$ cat src/rtl/xbar_bypass_pipe_pkg.sv
// SMARTPkg: port index constants, flit type and config FSM states shared by
// the crossbar bypass pipe and its sub-module.
package SMARTPkg;
    localparam int EAST   = 0;
    localparam int SOUTH  = 1;
    localparam int WEST   = 2;
    localparam int NORTH  = 3;
    localparam int ALU_T  = 4;
    localparam int TREG   = 5;
    localparam int FLIT_W = 17;
    typedef logic [FLIT_W-1:0] flit_t;
    typedef enum logic {CFG_IDLE, CFG_PENDING} cfg_state_e;
endpackage

$ cat src/rtl/xbar_bypass_pipe_onehot_detect.sv
// onehot_detect: decodes a select vector into an index plus none/multi-hot flags.
module onehot_detect #(
    parameter  int N  = 6,
    localparam int IW = (N > 1) ? $clog2(N) : 1
) (
    input  logic [N-1:0]  vec_i,
    output logic [IW-1:0] idx_o,
    output logic          none_o,
    output logic          multi_o
);
    always_comb begin
        idx_o = '0;
        for (int k = 0; k < N; k++)
            if (vec_i[k]) idx_o = IW'(k);
    end
    assign none_o  = ~|vec_i;
    assign multi_o = |(vec_i & (vec_i - 1'b1));
endmodule

$ cat src/rtl/xbar_bypass_pipe.sv
// xbar_bypass_pipe: registered crossbar with per-lane local bypass and
// shadow/active config; XBAR_BYPASS_ERRCNT_EN builds the multi-hot event counter.
module xbar_bypass_pipe
    import SMARTPkg::*;
#(
    parameter  int NUM_IN     = TREG + 1,
    parameter  int NUM_LOCAL  = NORTH + 1,
    parameter  int NUM_OUT    = 7,
    parameter  int FLIT_WIDTH = $bits(flit_t),
    localparam int IW         = (NUM_IN > 1) ? $clog2(NUM_IN) : 1
) (
    input  logic                                 clk,
    input  logic                                 reset,
    input  logic                                 i__cfg_valid,
    input  logic [NUM_OUT-1:0][NUM_IN-1:0]       i__cfg_sel,
    input  logic [NUM_LOCAL-1:0]                 i__cfg_bypass,
    input  logic                                 i__commit,
    output logic                                 o__cfg_pending,
    input  logic [NUM_LOCAL-1:0][FLIT_WIDTH-1:0] i__data_in_local,
    input  logic [NUM_LOCAL-1:0]                 i__valid_local,
    input  logic [NUM_IN-1:0][FLIT_WIDTH-1:0]    i__data_in_remote,
    input  logic [NUM_IN-1:0]                    i__valid_remote,
    output logic [NUM_OUT-1:0][FLIT_WIDTH-1:0]   o__data_out,
    output logic [NUM_OUT-1:0]                   o__valid_out,
    output logic                                 o__sel_err,
    input  logic                                 i__err_clear,
    output logic [7:0]                           o__err_count
);
    cfg_state_e                      state_q, state_d;
    logic [NUM_OUT-1:0][NUM_IN-1:0]  sh_sel_q, sh_sel_d, act_sel_q, act_sel_d;
    logic [NUM_LOCAL-1:0]            sh_byp_q, sh_byp_d, act_byp_q, act_byp_d;
    logic [FLIT_WIDTH-1:0]           eff_data [NUM_IN];
    logic [NUM_IN-1:0]               eff_valid;
    logic [NUM_OUT-1:0][FLIT_WIDTH-1:0] data_d, data_q;
    logic [NUM_OUT-1:0]              hit, multi, valid_q;
    logic                            multi_any, err_q;

    // Commit copies the shadow as it stood before this cycle's write, so a
    // same-cycle write lands in the shadow for the next commit.
    always_comb begin
        sh_sel_d  = i__cfg_valid ? i__cfg_sel : sh_sel_q;
        sh_byp_d  = i__cfg_valid ? i__cfg_bypass : sh_byp_q;
        act_sel_d = (state_q == CFG_PENDING && i__commit) ? sh_sel_q : act_sel_q;
        act_byp_d = (state_q == CFG_PENDING && i__commit) ? sh_byp_q : act_byp_q;
        state_d   = i__cfg_valid ? CFG_PENDING : (i__commit ? CFG_IDLE : state_q);
    end

    for (genvar l = 0; l < NUM_IN; l++) begin : g_lane
        if (l < NUM_LOCAL) begin : g_byp
            assign eff_data[l]  = act_byp_q[l] ? i__data_in_local[l] : i__data_in_remote[l];
            assign eff_valid[l] = act_byp_q[l] ? i__valid_local[l] : i__valid_remote[l];
        end else begin : g_rem
            assign eff_data[l]  = i__data_in_remote[l];
            assign eff_valid[l] = i__valid_remote[l];
        end
    end

    for (genvar o = 0; o < NUM_OUT; o++) begin : g_out
        logic [IW-1:0] idx;
        logic          none;
        onehot_detect #(.N(NUM_IN)) u_det (
            .vec_i  (act_sel_q[o]),
            .idx_o  (idx),
            .none_o (none),
            .multi_o(multi[o])
        );
        assign hit[o]    = ~none & ~multi[o] & eff_valid[idx];
        assign data_d[o] = hit[o] ? eff_data[idx] : '0;
    end

    assign multi_any = |multi;

    always_ff @(posedge clk) begin
        if (reset) begin
            state_q   <= CFG_IDLE;
            sh_sel_q  <= '0;
            sh_byp_q  <= '0;
            act_sel_q <= '0;
            act_byp_q <= '0;
            data_q    <= '0;
            valid_q   <= '0;
            err_q     <= 1'b0;
        end else begin
            state_q   <= state_d;
            sh_sel_q  <= sh_sel_d;
            sh_byp_q  <= sh_byp_d;
            act_sel_q <= act_sel_d;
            act_byp_q <= act_byp_d;
            data_q    <= data_d;
            valid_q   <= hit;
            err_q     <= multi_any | (err_q & ~i__err_clear);
        end
    end

`ifdef XBAR_BYPASS_ERRCNT_EN
    logic [7:0] cnt_q;
    always_ff @(posedge clk) begin
        if (reset)
            cnt_q <= '0;
        else if (multi_any)
            cnt_q <= (cnt_q == 8'hFF) ? cnt_q : cnt_q + 8'd1;
        else if (i__err_clear)
            cnt_q <= '0;
    end
    assign o__err_count = cnt_q;
`else
    assign o__err_count = '0;
`endif

    assign o__cfg_pending = (state_q == CFG_PENDING);
    assign o__data_out    = data_q;
    assign o__valid_out   = valid_q;
    assign o__sel_err     = err_q;
endmodule
$ cat config.mk
export PLATFORM = sky130hd
export DESIGN_NAME = xbar_bypass_pipe
export DESIGN_NICKNAME = d
export VERILOG_FILES = /design/src/rtl/xbar_bypass_pipe_pkg.sv /design/src/rtl/xbar_bypass_pipe_onehot_detect.sv /design/src/rtl/xbar_bypass_pipe.sv
export SDC_FILE = /design/constraint.sdc
export NUM_CORES = 1
export LEC_CHECK = 0
export BUFFER_PORTS_ARGS = -buffer_cell sky130_fd_sc_hd__buf_2
export CAP_MARGIN = 25
export CORE_MARGIN = 4
export CORE_UTILIZATION = 48
export DETAILED_ROUTE_END_ITERATION = 16
export PLACE_DENSITY = 0.75
export SLEW_MARGIN = 20
export SYNTH_ARGS = -nofsm -noshare
export SYNTH_HDL_FRONTEND = slang
export SYNTH_HIERARCHICAL = 1
export SYNTH_SLANG_ARGS = --single-unit
export TNS_END_PERCENT = 5
$ cat constraint.sdc
create_clock -name clk -period 2.3 [get_ports clk]
set_input_delay 0.23 -clock clk [delete_from_list [all_inputs] [get_ports clk]]
set_output_delay 0.23 -clock clk [all_outputs]
set_load 0.02 [all_outputs]
After elaboration in Yosys (flattened, before gate mapping)
Cells that the tools add are included.
- $add $sub $neg: 7
- multiply operators: 0
- div/mod/pow operators: 0
- $lt $le $gt $ge: 14
- equal/unequal tests: 0
- shift operators: 0
- multiplexer cells: 80
- bitwise gates (word level): 45
- reduce and logical (&&, ||, !) cells: 24
- operators with widths (operator ; count):
    $bmux W17 S3 ; 7
    $mux W17 ; 18
    $reduce_or A6 Y1 ; 14
    $and A6 B6 Y6 ; 7
    $mux W3 ; 14
    $reduce_or A42 Y1 ; 1
    $sub A6 B1 Y6 const B ; 7
    $ge A4 B4 Y1 const B ; 7
    $lt A3 B4 Y1 const B ; 7
    $mux W2 ; 14
    $not A3 Y4 ; 7
    $bmux W1 S3 ; 7
    $mux W1 ; 20
    $and A1 B1 Y1 ; 15
    $not A1 Y1 ; 15
    $reduce_or A2 Y1 ; 7
    $reduce_bool A2 Y1 ; 1
    $logic_and A1 B1 Y1 ; 1
    $or A1 B1 Y1 ; 1
- flip-flop bits (word level): 220
- bits in latches: 0
- bits in writable memories: 0
- memory bits (read-only): 0
- input bits: 231
- output and inout bits: 136
- word-level logic and storage cells: 196
- memories kept: 0

Depth between registers and ports, before layout
- depth in word-level cells: 10
- mapped depth: 10
- gate-level depth less buffers: 7

Cells and area by module
The synthesis kept the hierarchy.
- by module, submodules not included (module ; times used ; cells each ; area an instance (µm²) ; seq. area each (µm²)):
    xbar_bypass_pipe ; 1 ; 1324 ; 12787.3 ; 4404.2
    onehot_detect ; 7 ; 14 ; 85.1 ; 0.0

Least setup slack after synthesis
No wires, ideal clock.
- kind: reg-to-reg
- from: register act_sel_q[3] (netlist name)
- to: register data_q, in the netlist o__data_out[0]
- setup time: 0.059 ns
- arrival: 2.266 ns
- required time: 2.241 ns
- slack: -0.025 ns
- stages on the path, launching flop included: 9
- path buffers: 1
- period minus slack after synthesis: 2.325 ns
- cells stage by stage: dfxtp_1 -> or4_4 -> a21oi_2 -> a21oi_1 -> or3_1 -> or3_1 -> o31ai_4 -> buf_6 -> and2_1
- longest elaborated chain between the ends: 8
- elaborated cells between the ends (all ways): 18
- those cells by class: add/sub (1); mux (8); bitwise (6); reduce/logical (3)
- RTL lines (what ; line ; text):
    from (decl) ; xbar_bypass_pipe.sv:30 ; logic [NUM_OUT-1:0][NUM_IN-1:0] sh_sel_q, sh_sel_d, act_sel_q, act_sel_d;
    from (signal assigned) ; xbar_bypass_pipe.sv:87 ; act_sel_q <= act_sel_d;
    $sub A6 B1 Y6 ; xbar_bypass_pipe_onehot_detect.sv:17 ; assign multi_o = |(vec_i & (vec_i - 1'b1));
    $and A6 B6 Y6 (*) ; xbar_bypass_pipe_onehot_detect.sv:17 ;
    $reduce_or A6 Y1 (*) ; xbar_bypass_pipe_onehot_detect.sv:17 ;
    net multi[0] ; xbar_bypass_pipe.sv:35 ; logic [NUM_OUT-1:0] hit, multi, valid_q;
    $not A1 Y1 (*) ; xbar_bypass_pipe.sv:67 ; assign hit[o] = ~none & ~multi[o] & eff_valid[idx];
    $and A1 B1 Y1 (*) (2 in series) ; xbar_bypass_pipe.sv:67 ;
    $not A1 Y1 (no line) (*) ; -- ;
    $reduce_or A2 Y1 (no line) (*) ; -- ;
    to (signal assigned) ; xbar_bypass_pipe.sv:89 ; data_q <= data_d;
    to (decl) ; xbar_bypass_pipe.sv:34 ; logic [NUM_OUT-1:0][FLIT_WIDTH-1:0] data_d, data_q;
Mark *: on every way through the listed nets, which the timed path passes. The rest lies on a longest branch. The select of a mux whose other input is x is not followed.
A chain may end at the register's enable or synchronous reset.

Worst setup path in the final report
- from: register act_sel_q[3] (netlist name)
- to: register data_q, in the netlist o__data_out[14]
The elaborated chain is that of the path after synthesis.

==> out/results.ini <==
[yosys]
ys_top_cells_by_area = dfxtp_1, mux2i_1, mux4_2, o22ai_1, nor3_1
synth_top_area_frac = 0.329
ys_seq_elements = 220
syn_area_mm2 = 0.0134
synth_top_cell_by_area = dfxtp_1
synth-edff-count = 0
synth_ff_type = dfxtp_1
avgSynthCellArea_um2 = 9.41
ys_types = 43
async_flop_share = 0
synth.most_common_cell = dfxtp_1
yosys-top-cells-count = dfxtp_1, mux2i_1, o22ai_1
ys_seq_area_frac = 0.329
syn-instance-count = 1422
yosysWarningCount = 6

[sta]
fin_crit_sh = 1.03
setup-tns-final_ns = -0.931
relSlewSlack = 0.378
tightest_slew_ns = 0.907
hold_slack_ns = 0.0299
period_needed_ns = 2.37
fmax_mhz = 422
rsz0062_at_grt = true
finalSetupViolCount = 17
drv_slew = 0
finalWorstSetupSlack_ns = -0.0692
fin_worst_skew_ns = 0.00923
hold_violations = 0

[pwr]
ir_drop_v = 0.000487
power.total_mw = 10.4
leakage_nw = 6.90
power_density_mw_per_mm2 = 591

[grt]
grt.busiest_layer = met2
gr-total-overflow = 0
grt_use_met1 = 0.439
grt_usage = 0.334
grt_max_degree = 52
antenna_found_initial = 1
use_met3 = 0.0844
grt_pass1_vias = 13800
grtUsageMet2 = 0.517
grt_first_pass_wirelength_um = 81000

[clocking]
cts_made_buffers = 24
clock-sinks = 220
clkSlewWorstSetupHoldPaths_ns = 0.06
clock_latency_ns = 0.53
cts_max_level = 1
clock_path_buffers = 3
root_buffer = clkbuf_16
cts_tree = done

[worst_setup_path]
r2r_cells = 8
path_class = reg -> reg
worstPathArrival_ns = 2.85
cp-end-kind = flip-flop
cp_max_fo = 5
r2r_slack_ns = -0.07
critPathRequiredTime_ns = 2.78
start_kind = flip-flop
r2r_end = o__data_out[14]
r2r_start = act_sel_q[3]

[place]
place_area_mm2 = 0.0161
dp_slack_ns = -0.198
io_buffers = 358
place_congestion = 0.995
dp_hpwl_um = 38500

[outcome]
violations = setup timing
status = finished, violations left

[routing]
vias = 14000
wl_um = 53900
first_pass_iters = 6
drc_errors = 0
final_antenna_net_count = 0
vias_per_cell = 6.30
wire_per_inst_um = 24.3
drtIter0Drc = 1981

[floorplanning]
dieArea_mm2 = 0.0306
die-width_um = 175
fp-row-count = 60
initial_core_util = 0.492
die_h_um = 175
core_area_mm2 = 0.0272
top_level_ports = 367

[worst_hold_path]
holdPathStages = 3
min_path_type = in -> reg
min_from = i__cfg_sel[6]
hold_path_end = sh_sel_q[6]

[run]
maxCapViolCount = 0

[layout]
nFillCells = 2231
syn_to_final_growth_pct = 31.3
finalNetCount = 2061
diodes = 0
drive_gt1_frac = 0.362
final_area_mm2 = 0.0176

[metrics by stage]
stage / cells / util
6_report: 2219 / 0.647
5_1_grt: 2219 / 0.647
4_1_cts: 2213 / 0.642
3_5_place_dp: 2118 / 0.591
3_3_place_gp: 2118 / 0.591
2_1_floorplan: 1429 / -
[registers in the layout (all words and copies together), names as in the netlist]
name and cells:
act_byp_q 4, o__sel_err 1, o__cfg_pending 1, act_sel_q 42, o__valid_out 7, sh_sel_q 42
o__data_out 119, sh_byp_q 4
[cell usage in the layout, fill, tap and decap left out, types with 40 or more instances in the layout]
cell           synthesis  routed
nand2_1              103     103
a21oi_1               71      69
dfxtp_1              220     217
nor3_1                93      90
buf_4                 12      92
mux4_2                58      58
nor2_1                87      85
buf_2                 37     358
o22a_1                42      42
mux2i_1              215     215
o32a_1                40      40
o22ai_1              127     127
dlygate4sd3_1          0      48
[how the worst max path moves through the flow]
stage,cells past startpoint,end,slack [ns],start
finish,8,o__data_out[14],-0.07,act_sel_q[3]
detailed placement,6,o__data_out[7],-0.20,act_sel_q[5]
floorplan,8,o__data_out[0],0.02,act_sel_q[3]
global route,8,o__data_out[10],-0.13,act_sel_q[3]
global placement,6,o__data_out[3],-0.12,act_sel_q[5]
CTS,8,o__data_out[14],-0.04,act_sel_q[3]
[worst max-delay path, stage by stage, from the launching register on]
cell,delay (ns)
dfxtp_2,0.32
or4_4,0.55
a21oi_2,0.14
a21oi_2,0.07
or3_4,0.39
or3_4,0.35
o31ai_4,0.15
buf_12,0.20
and2_4,0.13
[final cells by class]
class | count | area (µm²) | share of cell area
clock buffer | 32 | 691 | 0.0393
sequential | 220 | 4410 | 0.251
timing repair buffer | 519 | 3390 | 0.193
tap | 372 | 465 | 0.0265
clock inverter | 11 | 131 | 0.00748
multi-input combinational | 1056 | 8460 | 0.481
inverter | 9 | 33.8 | 0.00192
[per-layer routing]
layer  up-vias  wire [µm]
met5         -         13
met2      1004      24100
met1      6574      21000
li1       6215          -
met3       188       6170
met4         2       2590
[power by group]
| part | total [mW] | internal (mW) | switching [mW] |
|---|---|---|---|
| clock | 3.98 | 2.35 | 1.63 |
| sequential | 3.99 | 3.93 | 0.0631 |
| combinational | 2.42 | 1.09 | 1.33 |
[timing repair]
action                                 in CTS  in global routing
gates resized for setup                     6                 19
endpoints found under the hold margin      51                  0
buffers inserted                            2                  6
setup endpoints to repair                  27                 66
hold buffers                               48                  0
pin swaps                                   7                  3
cloned                                      2                  0
[logic make-up after synthesis]
group	after synthesis	share of synthesized area
compound gates	341	0.182
fa+ha+maj	7	0.00524
buf+inv	153	0.0525
flops	220	0.329
mux	308	0.288
other cells	1	0.000280
simple gates	392	0.142
Power figures use the tool's default switching activity.
